===== src/rtl/csa_accum_pkg.sv =====
// ============================================================================
// csa_accum_pkg : shared state encodings and default sizing for csa_accum
// Revision      : 1.0
// ============================================================================
`default_nettype none

package csa_accum_pkg;

    localparam int DEF_WIDTH     = 13;
    localparam int DEF_MAX_TERMS = 16;

    localparam logic [1:0] ST_ACC = 2'd0;
    localparam logic [1:0] ST_RES = 2'd1;
    localparam logic [1:0] ST_OUT = 2'd2;

endpackage

`default_nettype wire


===== src/rtl/csa_n.sv =====
// ============================================================================
// csa_n    : combinational carry-save row of W full adders (outputs unshifted)
// Revision : 1.0
// ============================================================================
`default_nettype none

module csa_n #(
    parameter int W = 8
) (
    input  logic [W-1:0] a_i,
    input  logic [W-1:0] b_i,
    input  logic [W-1:0] c_i,
    output logic [W-1:0] sum_o,
    output logic [W-1:0] carry_o
);

    for (genvar i = 0; i < W; i++) begin : g_fa
        assign sum_o[i]   = a_i[i] ^ b_i[i] ^ c_i[i];
        assign carry_o[i] = (a_i[i] & b_i[i]) | (a_i[i] & c_i[i]) | (b_i[i] & c_i[i]);
    end

endmodule

`default_nettype wire


===== src/rtl/csa_accum.sv =====
// ============================================================================
// csa_accum : streaming multi-operand accumulator, carry-save loop + one CPA
// Revision  : 1.0
// ============================================================================
`default_nettype none

module csa_accum
    import csa_accum_pkg::*;
#(
    parameter  int WIDTH     = DEF_WIDTH,
    parameter  int MAX_TERMS = DEF_MAX_TERMS,
    localparam int CNT_W     = $clog2(MAX_TERMS) + 1,
    localparam int ACC_W     = WIDTH + $clog2(MAX_TERMS)
) (
    input  logic             clk,
    input  logic             rst,
    input  logic             in_valid,
    output logic             in_ready,
    input  logic [WIDTH-1:0] in_data,
    input  logic             in_last,
    output logic             out_valid,
    input  logic             out_ready,
    output logic [ACC_W-1:0] out_sum,
    output logic [CNT_W-1:0] out_count,
    output logic             out_trunc
);

    logic [1:0]       state_q, state_d;
    logic [ACC_W-1:0] s_q, s_d, c_q, c_d;
    logic [CNT_W-1:0] cnt_q, cnt_d;
    logic             trunc_q, trunc_d;
    logic             out_valid_q, out_valid_d;
    logic [ACC_W-1:0] out_sum_q, out_sum_d;
    logic [CNT_W-1:0] out_count_q, out_count_d;
    logic             out_trunc_q, out_trunc_d;

    logic [ACC_W-1:0] w_row_sum, w_row_carry;
    logic [CNT_W-1:0] w_cnt_inc;
    logic             w_accept;
    logic             w_close;

    csa_n #(.W(ACC_W)) u_csa (
        .a_i     (s_q),
        .b_i     (c_q),
        .c_i     (ACC_W'(in_data)),
        .sum_o   (w_row_sum),
        .carry_o (w_row_carry)
    );

    assign w_accept  = in_valid && in_ready;
    assign w_cnt_inc = cnt_q + 1'b1;
    assign w_close   = in_last || (w_cnt_inc == CNT_W'(MAX_TERMS));

    always_ff @(posedge clk or posedge rst) begin
        if (rst) begin
            state_q <= ST_ACC;
        end else begin
            state_q <= state_d;
        end
    end

    always_comb begin
        state_d = state_q;
        case (state_q)
            ST_ACC:  if (w_accept && w_close) state_d = ST_RES;
            ST_RES:  state_d = ST_OUT;
            ST_OUT:  if (out_ready) state_d = ST_ACC;
            default: state_d = ST_ACC;
        endcase
    end

    always_comb begin
        in_ready = (state_q == ST_ACC);
    end

    // The carry MSB is always zero because ACC_W holds the full burst sum, so the shift loses nothing.
    always_comb begin
        s_d         = s_q;
        c_d         = c_q;
        cnt_d       = cnt_q;
        trunc_d     = trunc_q;
        out_valid_d = out_valid_q;
        out_sum_d   = out_sum_q;
        out_count_d = out_count_q;
        out_trunc_d = out_trunc_q;
        case (state_q)
            ST_ACC: begin
                if (w_accept) begin
                    s_d   = w_row_sum;
                    c_d   = w_row_carry << 1;
                    cnt_d = w_cnt_inc;
                    if (w_close) trunc_d = ~in_last;
                end
            end
            ST_RES: begin
                out_sum_d   = s_q + c_q;
                out_count_d = cnt_q;
                out_trunc_d = trunc_q;
                out_valid_d = 1'b1;
            end
            ST_OUT: begin
                if (out_ready) begin
                    out_valid_d = 1'b0;
                    s_d         = '0;
                    c_d         = '0;
                    cnt_d       = '0;
                    trunc_d     = 1'b0;
                end
            end
            default: ;
        endcase
    end

    always_ff @(posedge clk or posedge rst) begin
        if (rst) begin
            s_q         <= '0;
            c_q         <= '0;
            cnt_q       <= '0;
            trunc_q     <= 1'b0;
            out_valid_q <= 1'b0;
            out_sum_q   <= '0;
            out_count_q <= '0;
            out_trunc_q <= 1'b0;
        end else begin
            s_q         <= s_d;
            c_q         <= c_d;
            cnt_q       <= cnt_d;
            trunc_q     <= trunc_d;
            out_valid_q <= out_valid_d;
            out_sum_q   <= out_sum_d;
            out_count_q <= out_count_d;
            out_trunc_q <= out_trunc_d;
        end
    end

    assign out_valid = out_valid_q;
    assign out_sum   = out_sum_q;
    assign out_count = out_count_q;
    assign out_trunc = out_trunc_q;

endmodule

`default_nettype wire


===== config.mk =====
export PLATFORM = sky130hd
export DESIGN_NAME = csa_accum
export DESIGN_NICKNAME = d
export VERILOG_FILES = /design/src/rtl/csa_accum_pkg.sv /design/src/rtl/csa_n.sv /design/src/rtl/csa_accum.sv
export SDC_FILE = /design/constraint.sdc
export NUM_CORES = 1
export LEC_CHECK = 0
export CORE_ASPECT_RATIO = 0.7
export CORE_MARGIN = 2
export CORE_UTILIZATION = 60
export DETAILED_ROUTE_END_ITERATION = 16
export GPL_ROUTABILITY_DRIVEN = 0
export GPL_TIMING_DRIVEN = 0
export HOLD_SLACK_MARGIN = 0.1
export PLACE_DENSITY = 0.85
export SKIP_LAST_GASP = 1
export SLEW_MARGIN = 0
export SYNTH_ARGS = -nofsm -noshare
export SYNTH_HDL_FRONTEND = slang
export SYNTH_SLANG_ARGS = --single-unit

===== constraint.sdc =====
create_clock -name clk -period 3.5 [get_ports clk]
set_input_delay 1.05 -clock clk [delete_from_list [all_inputs] [get_ports clk]]
set_output_delay 1.05 -clock clk [all_outputs]
set_load 0.02 [all_outputs]

# Word-level counts from Yosys, hierarchy flattened

Cells that the tools add are included.

Memories kept: 0
Register bits: 66
Output and inout bits: 25
Memory bits (writable): 0
Logic and storage cells: 143
Latch bits: 0
ROM bits: 0

Multiplexer cells: 16
Bitwise logic cells: 99
Eq/ne operators: 7
Divide/modulo/power cells: 0
Reduce and logical (&&, ||, !) cells: 10
Add/subtract/negate cells: 2
Shifts and indexed selects: 0
$mul: 0
$lt $le $gt $ge: 0

Operators with widths:

| operator                                                              | count |
|---|---|
| 17-bit one-hot mux with 2 select lines                                | 2 |
| 17-bit 2-to-1 mux                                                     | 3 |
| 1-bit AND                                                             | 42 |
| 1-bit bitwise XOR                                                     | 30 |
| 1-bit bitwise OR                                                      | 26 |
| 17-bit adder                                                          | 1 |
| 5-bit 2-to-1 mux                                                      | 2 |
| 5-bit one-hot mux with 2 select lines                                 | 1 |
| 2-bit by 1-bit != test with 1-bit output, second input constant       | 3 |
| 2-bit one-hot mux with 3 select lines                                 | 1 |
| 5-bit by 1-bit adder with 5-bit output, second input constant         | 1 |
| 5-bit equality test, second input constant                            | 1 |
| 2-bit 2-to-1 mux                                                      | 2 |
| 1-bit one-hot mux with 2 select lines                                 | 2 |
| 2-bit AND reduction                                                   | 2 |
| 4-bit AND reduction                                                   | 1 |
| 2-bit nonzero test                                                    | 2 |
| 1-bit 2-to-1 mux                                                      | 3 |
| 3-bit AND reduction                                                   | 1 |
| 2-bit by 1-bit equality test with 1-bit output, second input constant | 1 |
| 2-bit equality test, second input constant                            | 1 |
| 1-bit logical AND                                                     | 2 |
| 2-bit zero test                                                       | 1 |
| 2-bit != test, second input constant                                  | 1 |
| 2 further kinds                                                       | 2 |

# Longest topological paths before layout

Gate-level depths: netlist of run 1.

Word-level depth: 6
Gate-level depth with buffers: 8
Depth with buffers taken out: 7

# By module

Synthesis of run 1 repeated with hierarchy kept, for this count alone.

Cells, all modules: 327
Area, all modules: 3611.0 um^2

Modules (own cells, without submodules):

| module    | area an instance (um^2) | times used | seq. area each (um^2) | cells an instance |
|---|---|---|---|---|
| csa_accum | 3270.6                  | 1          | 1626.6                | 310 |
| csa_n     | 340.3                   | 1          | 0.0                   | 17 |

# Worst setup path after synthesis of run 1

OpenSTA, ideal clock, no wires.

Path kind: input to register
From: input in_valid
To: register c_q[10]
Slack: 1.290 ns
Stages: 6
Data arrival time: 2.089 ns
Cells stage by stage: or3b_1 > buf_2 > and2_1 > buf_4 > buf_6 > a22o_1

Longest elaborated chain between the ends: 3

RTL lines:

| item                                               | RTL line         | RTL |
|---|---|---|
| start: declaration                                 | csa_accum.sv:17  | `input logic in_valid,` |
| 1-bit logical AND                                  | csa_accum.sv:50  | `assign w_accept = in_valid && in_ready;` |
| 2-bit by 1-bit != test with 1-bit output (no line) | n/a              |  |
| 3-bit AND reduction (no line)                      | n/a              |  |
| end signal: assignment                             | csa_accum.sv:117 | `c_q <= '0;` |
| end signal: assignment                             | csa_accum.sv:126 | `c_q <= c_d;` |
| end: declaration                                   | csa_accum.sv:29  | `logic [ACC_W-1:0] s_q, s_d, c_q, c_d;` |

No other way between the ends.
A chain may end at the register's enable or synchronous reset.

# Worst setup path after layout of run 1

From: input in_valid
To: register trunc_q

Longest elaborated chain between the ends: 3

RTL lines:

| item                                               | RTL line         | RTL |
|---|---|---|
| 1-bit logical AND                                  | csa_accum.sv:50  |  |
| 2-bit by 1-bit != test with 1-bit output (no line) | n/a              |  |
| 4-bit AND reduction (no line)                      | n/a              |  |
| end signal: assignment                             | csa_accum.sv:128 | `trunc_q <= trunc_d;` |
| end: declaration                                   | csa_accum.sv:31  | `logic trunc_q, trunc_d;` |

No other way between the ends.

==> out/qor.txt, run 1 <==
Status: completed
Largest fanout on the critical path: 10
Yosys reg bits: 65
Lkg Pwr: 2.00 nW
DR WL/cell: 17.7 µm
Clk root buf: clkbuf_8
Commonest non-fill, non-tap cell in the layout: dfrtp_1
Layout Utilization: 0.752
F_max: 377 MHz
DRT iter0 DRCs: 118
Min cycle time layout: 2.65 ns
# diodes: 0
Initial Utilization: 0.615
Total global routing overflow: 0
Critical Path RT: 3.77 ns
1st-pass router iterations: 4
Chip Height: 67.8 µm
CP Launch Type: input pin
Crit. End Element: flop
Finish-stage setup viols: 0
# port buffers: 42
Total power per unit cell area: 874 mW/mm²
Final clock skew: 0.00934 ns
First-pass GRT wire length: 13200 µm
Relative slew slack: 0.455
HPWL Detailed: 5670 µm
Area of placed instances: 0.00402 mm²
Fin nets: 422
Mean number of vias per cell: 5.94
Post-synth EDFFs: 0
Synthesized Nets: 368
Core Area: 0.00567 mm²
Yosys cell types: 45
Post-CTS setup buffer count: 0
Worst-path clk slew: 0.08 ns
Syn. warnings: 0
Hold WS: 0.474 ns
Post-Place Worst Slack: 0.546 ns
Sequential share of the synthesized area: 0.466
Predominant post-synthesis flop cell: dfrtp_1
Largest net degree at the start of global routing: 37
Vias: 2695
Syn Std Cell Area: 0.00349 mm²
Setup CP Type: input pin to flop
H-tree depth: 3
GRT Total Usage: 0.276
Die X-Extent: 95.1 µm
Vias in the first global route: 2736
CTS Buf Count: 9
Peak supply drop: 468 µV
Finished Cell Area: 0.00426 mm²
Setup TNS: 0 ns
Final hold violation count: 0
Detail Route Antenna Nets: 0
Asr flop ratio synth: 1.00
Placed insts: 438
Most frequent cells in the layout: 65 x dfrtp_1, 57 x nand2_1, 42 x clkdlybuf4s50_1
Post-Syn Instances: 320
Avg Cell Area, Syn: 10.9 µm²
Hold_buf cts: 0
Non-filler cells in the finished layout: 454
RSZ-0062 raised after global routing: false
# DRC: 0
P&R area growth vs syn: 22.3%
Hold/Removal Path Class: flop to flop
TritonCTS clock tree: done
Worst-Margin Slew: 0.812 ns
Final Cycle Share: 0.758
Final worst slack: 0.846 ns
Die area: 0.00645 mm²
Clk Latency, worst-skew pair: 0.35 ns
Max_cap viols: 0
Critical Path AT: 2.92 ns
Initial antenna violation count: 0
Clk sinks: 65
Final Slew Violations: 0
PnR Total Power: 3.73 mW
Share of post-route cells with drive strength above 1: 0.0792
Post-CTS Resized: 0
Max clock buf depth: 2
Ports: 43
Row count: 23
Drt total wl: 8040 µm
[power by group]
group | switching (mW) | internal, mW | leakage, nW | total [mW]
logic | 0.891 | 0.775 | 1.04 | 1.67
clock network | 0.301 | 0.477 | 0.117 | 0.778
registers | 0.256 | 1.03 | 0.842 | 1.28
[critical path, stage by stage]
cell,delay [ns]
clkdlybuf4s50_1,0.49
nor3b_2,0.54
clkbuf_1,0.52
a22oi_1,0.16
a21oi_1,0.15
[Yosys cell counts (4+ instances only)]
library cell / instances / area share
o211ai_1: 6 / 0.013
nand3_1: 7 / 0.010
o21ai_0: 18 / 0.026
and3_1: 5 / 0.0090
clkbuf_1: 12 / 0.013
fa_1: 13 / 0.075
ha_1: 17 / 0.061
buf_6: 4 / 0.013
nand2_1: 57 / 0.061
xnor2_1: 4 / 0.010
a22o_1: 32 / 0.080
nor2_1: 5 / 0.0054
nand2b_1: 5 / 0.0090
a21o_1: 9 / 0.019
dfrtp_1: 65 / 0.47
a211oi_1: 4 / 0.0086
a21oi_1: 12 / 0.017
[registers in the layout, indices dropped and copies added (netlist names)]
| register | flops |
|---|---|
| out_sum | 17 |
| s_q | 17 |
| c_q | 16 |
| cnt_q | 5 |
| out_count | 5 |
| state_q | 2 |
| out_trunc | 1 |
| out_valid | 1 |
| trunc_q | 1 |
[metal layers]
layer | global-route usage | wire length, µm
met5 | 0 | 0
met4 | 0.121 | 118
met3 | 0.0692 | 520
met2 | 0.432 | 3690
met1 | 0.368 | 3710
[layout make-up]
class | count | area, µm²
multi-input cells | 233 | 1740
flip-flops and latches | 65 | 1630
fillers | 388 | 1410
repair buffers | 43 | 440
clock buffers | 10 | 128
clock inverters | 6 | 115
plain buffers | 19 | 108
well taps | 75 | 93.8
inverters | 3 | 11.3
[kinds of logic after synthesis]
logic type,Yosys count,synth area share
xor gates and xnor gates,7,0.0176
buffers and inverters,22,0.0341
and+or+nand+nor,93,0.124
adders and majority gates,30,0.136
DFF,65,0.466
AOI/OAI and AO/OA,103,0.222
[worst paths after layout]
path,startpoint,endpoint,slack (ns),depth (start not counted)
setup reg to reg,s_q[1],out_sum[13],0.93,7
hold / removal,out_count[3],out_count[3],0.47,2
min in group asynchronous,rst,c_q[4],1.16,2
hold reg to reg,out_count[3],out_count[3],0.47,2
setup / recovery,in_valid,trunc_q,0.85,5
max in group asynchronous,rst,s_q[9],1.71,3
Power figures use the tool's default switching activity.
==> run 2: changes to the inputs <==
CORE_UTILIZATION = 56   (was 60)
PLACE_DENSITY = 0.8   (was 0.85)
clock period = 2.65 ns   (was 3.5 ns; I/O delays follow)
==> out/qor.txt, run 2 (synthesized netlist as in run 1, its figures left out) <==
Fin nets: 422 (unchanged)
Cell internal pwr: 2.97 mW (was 2.28 mW)
Mean number of vias per cell: 6.02 (was 5.94)
M1 WL: 3770 µm (was 3710 µm)
Relative slew slack: 0.477 (was 0.455)
# DRC: 0 (unchanged)
CP Launch Type: flop (was input pin)
Clk Latency, worst-skew pair: 0.36 ns (was 0.35 ns)
Min cycle time layout: 2.47 ns
Final worst slack: 0.184 ns (was 0.846 ns)
RSZ-0062 raised after global routing: false (unchanged)
Met2 wire length: 3480 µm (was 3690 µm)
Row count: 24 (was 23)
Worst path max stage delay: 0.45 ns (was 0.54 ns)
Vias: 2743 (was 2695)
Die X-Extent: 98.3 µm (was 95.1 µm)
Total global routing overflow: 0 (unchanged)
Clk sinks: 65 (unchanged)
Chip Height: 70.0 µm (was 67.8 µm)
Critical Path AT: 2.67 ns (was 2.92 ns)
Peak supply drop: 584 µV (was 468 µV)
Finish-stage setup viols: 0 (unchanged)
H-tree depth: 3 (unchanged)
1st-pass router iterations: 4 (unchanged)
DR WL/cell: 17.3 µm (was 17.7 µm)
Initial Utilization: 0.569 (was 0.615)
CP cell instances: ha_1 -> fa_1 -> a21o_1 -> a221oi_2 -> o21ai_0 -> a211oi_1 -> o31ai_1 (was clkdlybuf4s50_1 -> nor3b_2 -> clkbuf_1 -> a22oi_1 -> a21oi_1)
Commonest non-fill, non-tap cell in the layout: dfrtp_1 (unchanged)
TritonCTS clock tree: done (unchanged)
Final Slew Violations: 0 (unchanged)
Initial antenna violation count: 0 (unchanged)
Share of post-route cells with drive strength above 1: 0.0767 (was 0.0792)
Ports: 43 (unchanged)
Final hold violation count: 0 (unchanged)
Post-Place Worst Slack: -0.0344 ns (was 0.546 ns)
CTS Buf Count: 9 (unchanged)
Final clock skew: 0.0167 ns (was 0.00934 ns)
HPWL Detailed: 5540 µm (was 5670 µm)
GRT Total Usage: 0.250 (was 0.276)
First-pass GRT wire length: 13600 µm (was 13200 µm)
PnR Total Power: 4.84 mW (was 3.73 mW)
Largest fanout on the critical path: 5 (was 10)
P&R area growth vs syn: 22.0% (was 22.3%)
Largest net degree at the start of global routing: 38 (was 37)
Detail Route Antenna Nets: 0 (unchanged)
Setup TNS: 0 ns (unchanged)
Final Cycle Share: 0.930
Worst-path clk slew: 0.07 ns (was 0.08 ns)
Reg power frac: 0.348 (was 0.344)
Clk root buf: clkbuf_8 (unchanged)
Clock share of power: 0.203 (was 0.209)
# diodes: 0 (unchanged)
Vias in the first global route: 2726 (was 2736)
Core Area: 0.00613 mm² (was 0.00567 mm²)
F_max: 406 MHz
Switch Pwr: 1.86 mW (was 1.45 mW)
Die area: 0.00688 mm² (was 0.00645 mm²)
Layout Utilization: 0.694 (was 0.752)
Cell family with most CP delay: compound AO/OA/AOI/OAI gates (was buffers and inverters)
Worst path slowest cell: a221oi_2 (was nor3b_2)
DRT iter0 DRCs: 148 (was 118)
Max clock buf depth: 2 (unchanged)
Crit. End Element: flop (unchanged)
Most frequent cells in the layout: 65 x dfrtp_1, 57 x nand2_1, 42 x clkdlybuf4s50_1 (unchanged)
DR top layer: met4 (unchanged)
Critical Path RT: 2.86 ns (was 3.77 ns)
Hold_buf cts: 0 (unchanged)
Status: completed (unchanged)
Total power per unit cell area: 1140 mW/mm² (was 874 mW/mm²)
Worst-Margin Slew: 0.780 ns (was 0.812 ns)
Drt total wl: 7870 µm (was 8040 µm)
Setup CP Type: flop to flop (was input pin to flop)
Critical path buffers and inverters: 0 (was 2)
# port buffers: 42 (unchanged)
Switching portion of total power: 0.385 (was 0.388)
Met3 WL: 525 µm (was 520 µm)
Max_cap viols: 0 (unchanged)
Lkg Pwr: 2.00 nW (about the same)
Hold/Removal Path Class: flop to flop (unchanged)
Logic pwr share: 0.449 (was 0.447)
-- run 2: cell types whose count changed in the layout (fill, tap and decap cells not counted), sizes merged --
cell	before	now
clkbuf	22	25
inv	4	3
clkinv	1	0
bufinv	3	2
clkinvlp	1	0
-- run 2: layout make-up --
cell class / count / area, µm²
Clock buffer: 13 / 169
Multi-Input combinational cell: 233 / 1740
Buffer: 19 / 108
Clock inverter: 2 / 60.1
Inverter: 3 / 11.3
Timing Repair Buffer: 43 / 440
Tap cell: 78 / 97.6
Fill cell: 469 / 1870
Sequential cell: 65 / 1630
-- run 2: power groups by stage --
stage | clock, mW | sequential [mW] | combinational, mW
2_1_floorplan | 0 | 1.81 | 1.32
3_3_place_gp | 0 | 1.68 | 2.07
3_5_place_dp | 0 | 1.70 | 2.15
4_1_cts | 0.995 | 1.68 | 2.16
5_1_grt | 1.04 | 1.75 | 2.41
6_report | 0.983 | 1.68 | 2.17
-- run 2: final timing paths --
path | start | end | slack [ns] | cells past startpoint
min in group asynchronous | rst | out_sum[3] | 0.84 | 2
worst min register to register | out_count[3] | out_count[3] | 0.48 | 2
worst min-delay path | out_count[3] | out_count[3] | 0.48 | 2
max in group asynchronous | rst | out_sum[15] | 1.17 | 3
worst max register to register | s_q[1] | out_sum[11] | 0.18 | 7
worst max-delay path | s_q[1] | out_sum[11] | 0.18 | 7
-- run 2: layer usage --
| metal | up-vias | global-route usage |
|---|---|---|
| met1 | 1354 | 0.370 |
| met5 | - | 0 |
| met2 | 98 | 0.354 |
| li1 | 1283 | - |
| met3 | 8 | 0.0861 |
| met4 | 0 | 0.0670 |
-- run 2: worst min-delay path, stage by stage, from the launching register on --
cell	delay (ns)
dfrtp_1	0.34
nand2_1	0.05
nand2_1	0.05
-- run 2: through the flow --
stage               cell area, µm²  hold slack (ns)  std cells
detailed placement            4030            0.460        441
global placement              4010            0.450        440
floorplan                     3490            0.439        320
CTS                           4250            0.478        456
global route                  4250            0.503        456
finish                        4250            0.475        456
-- run 2: what timing repair did --
action | CTS | global route
resized for setup | 0 | 1
setup buffers | 0 | 0
setup endpoints to repair | 0 | 1
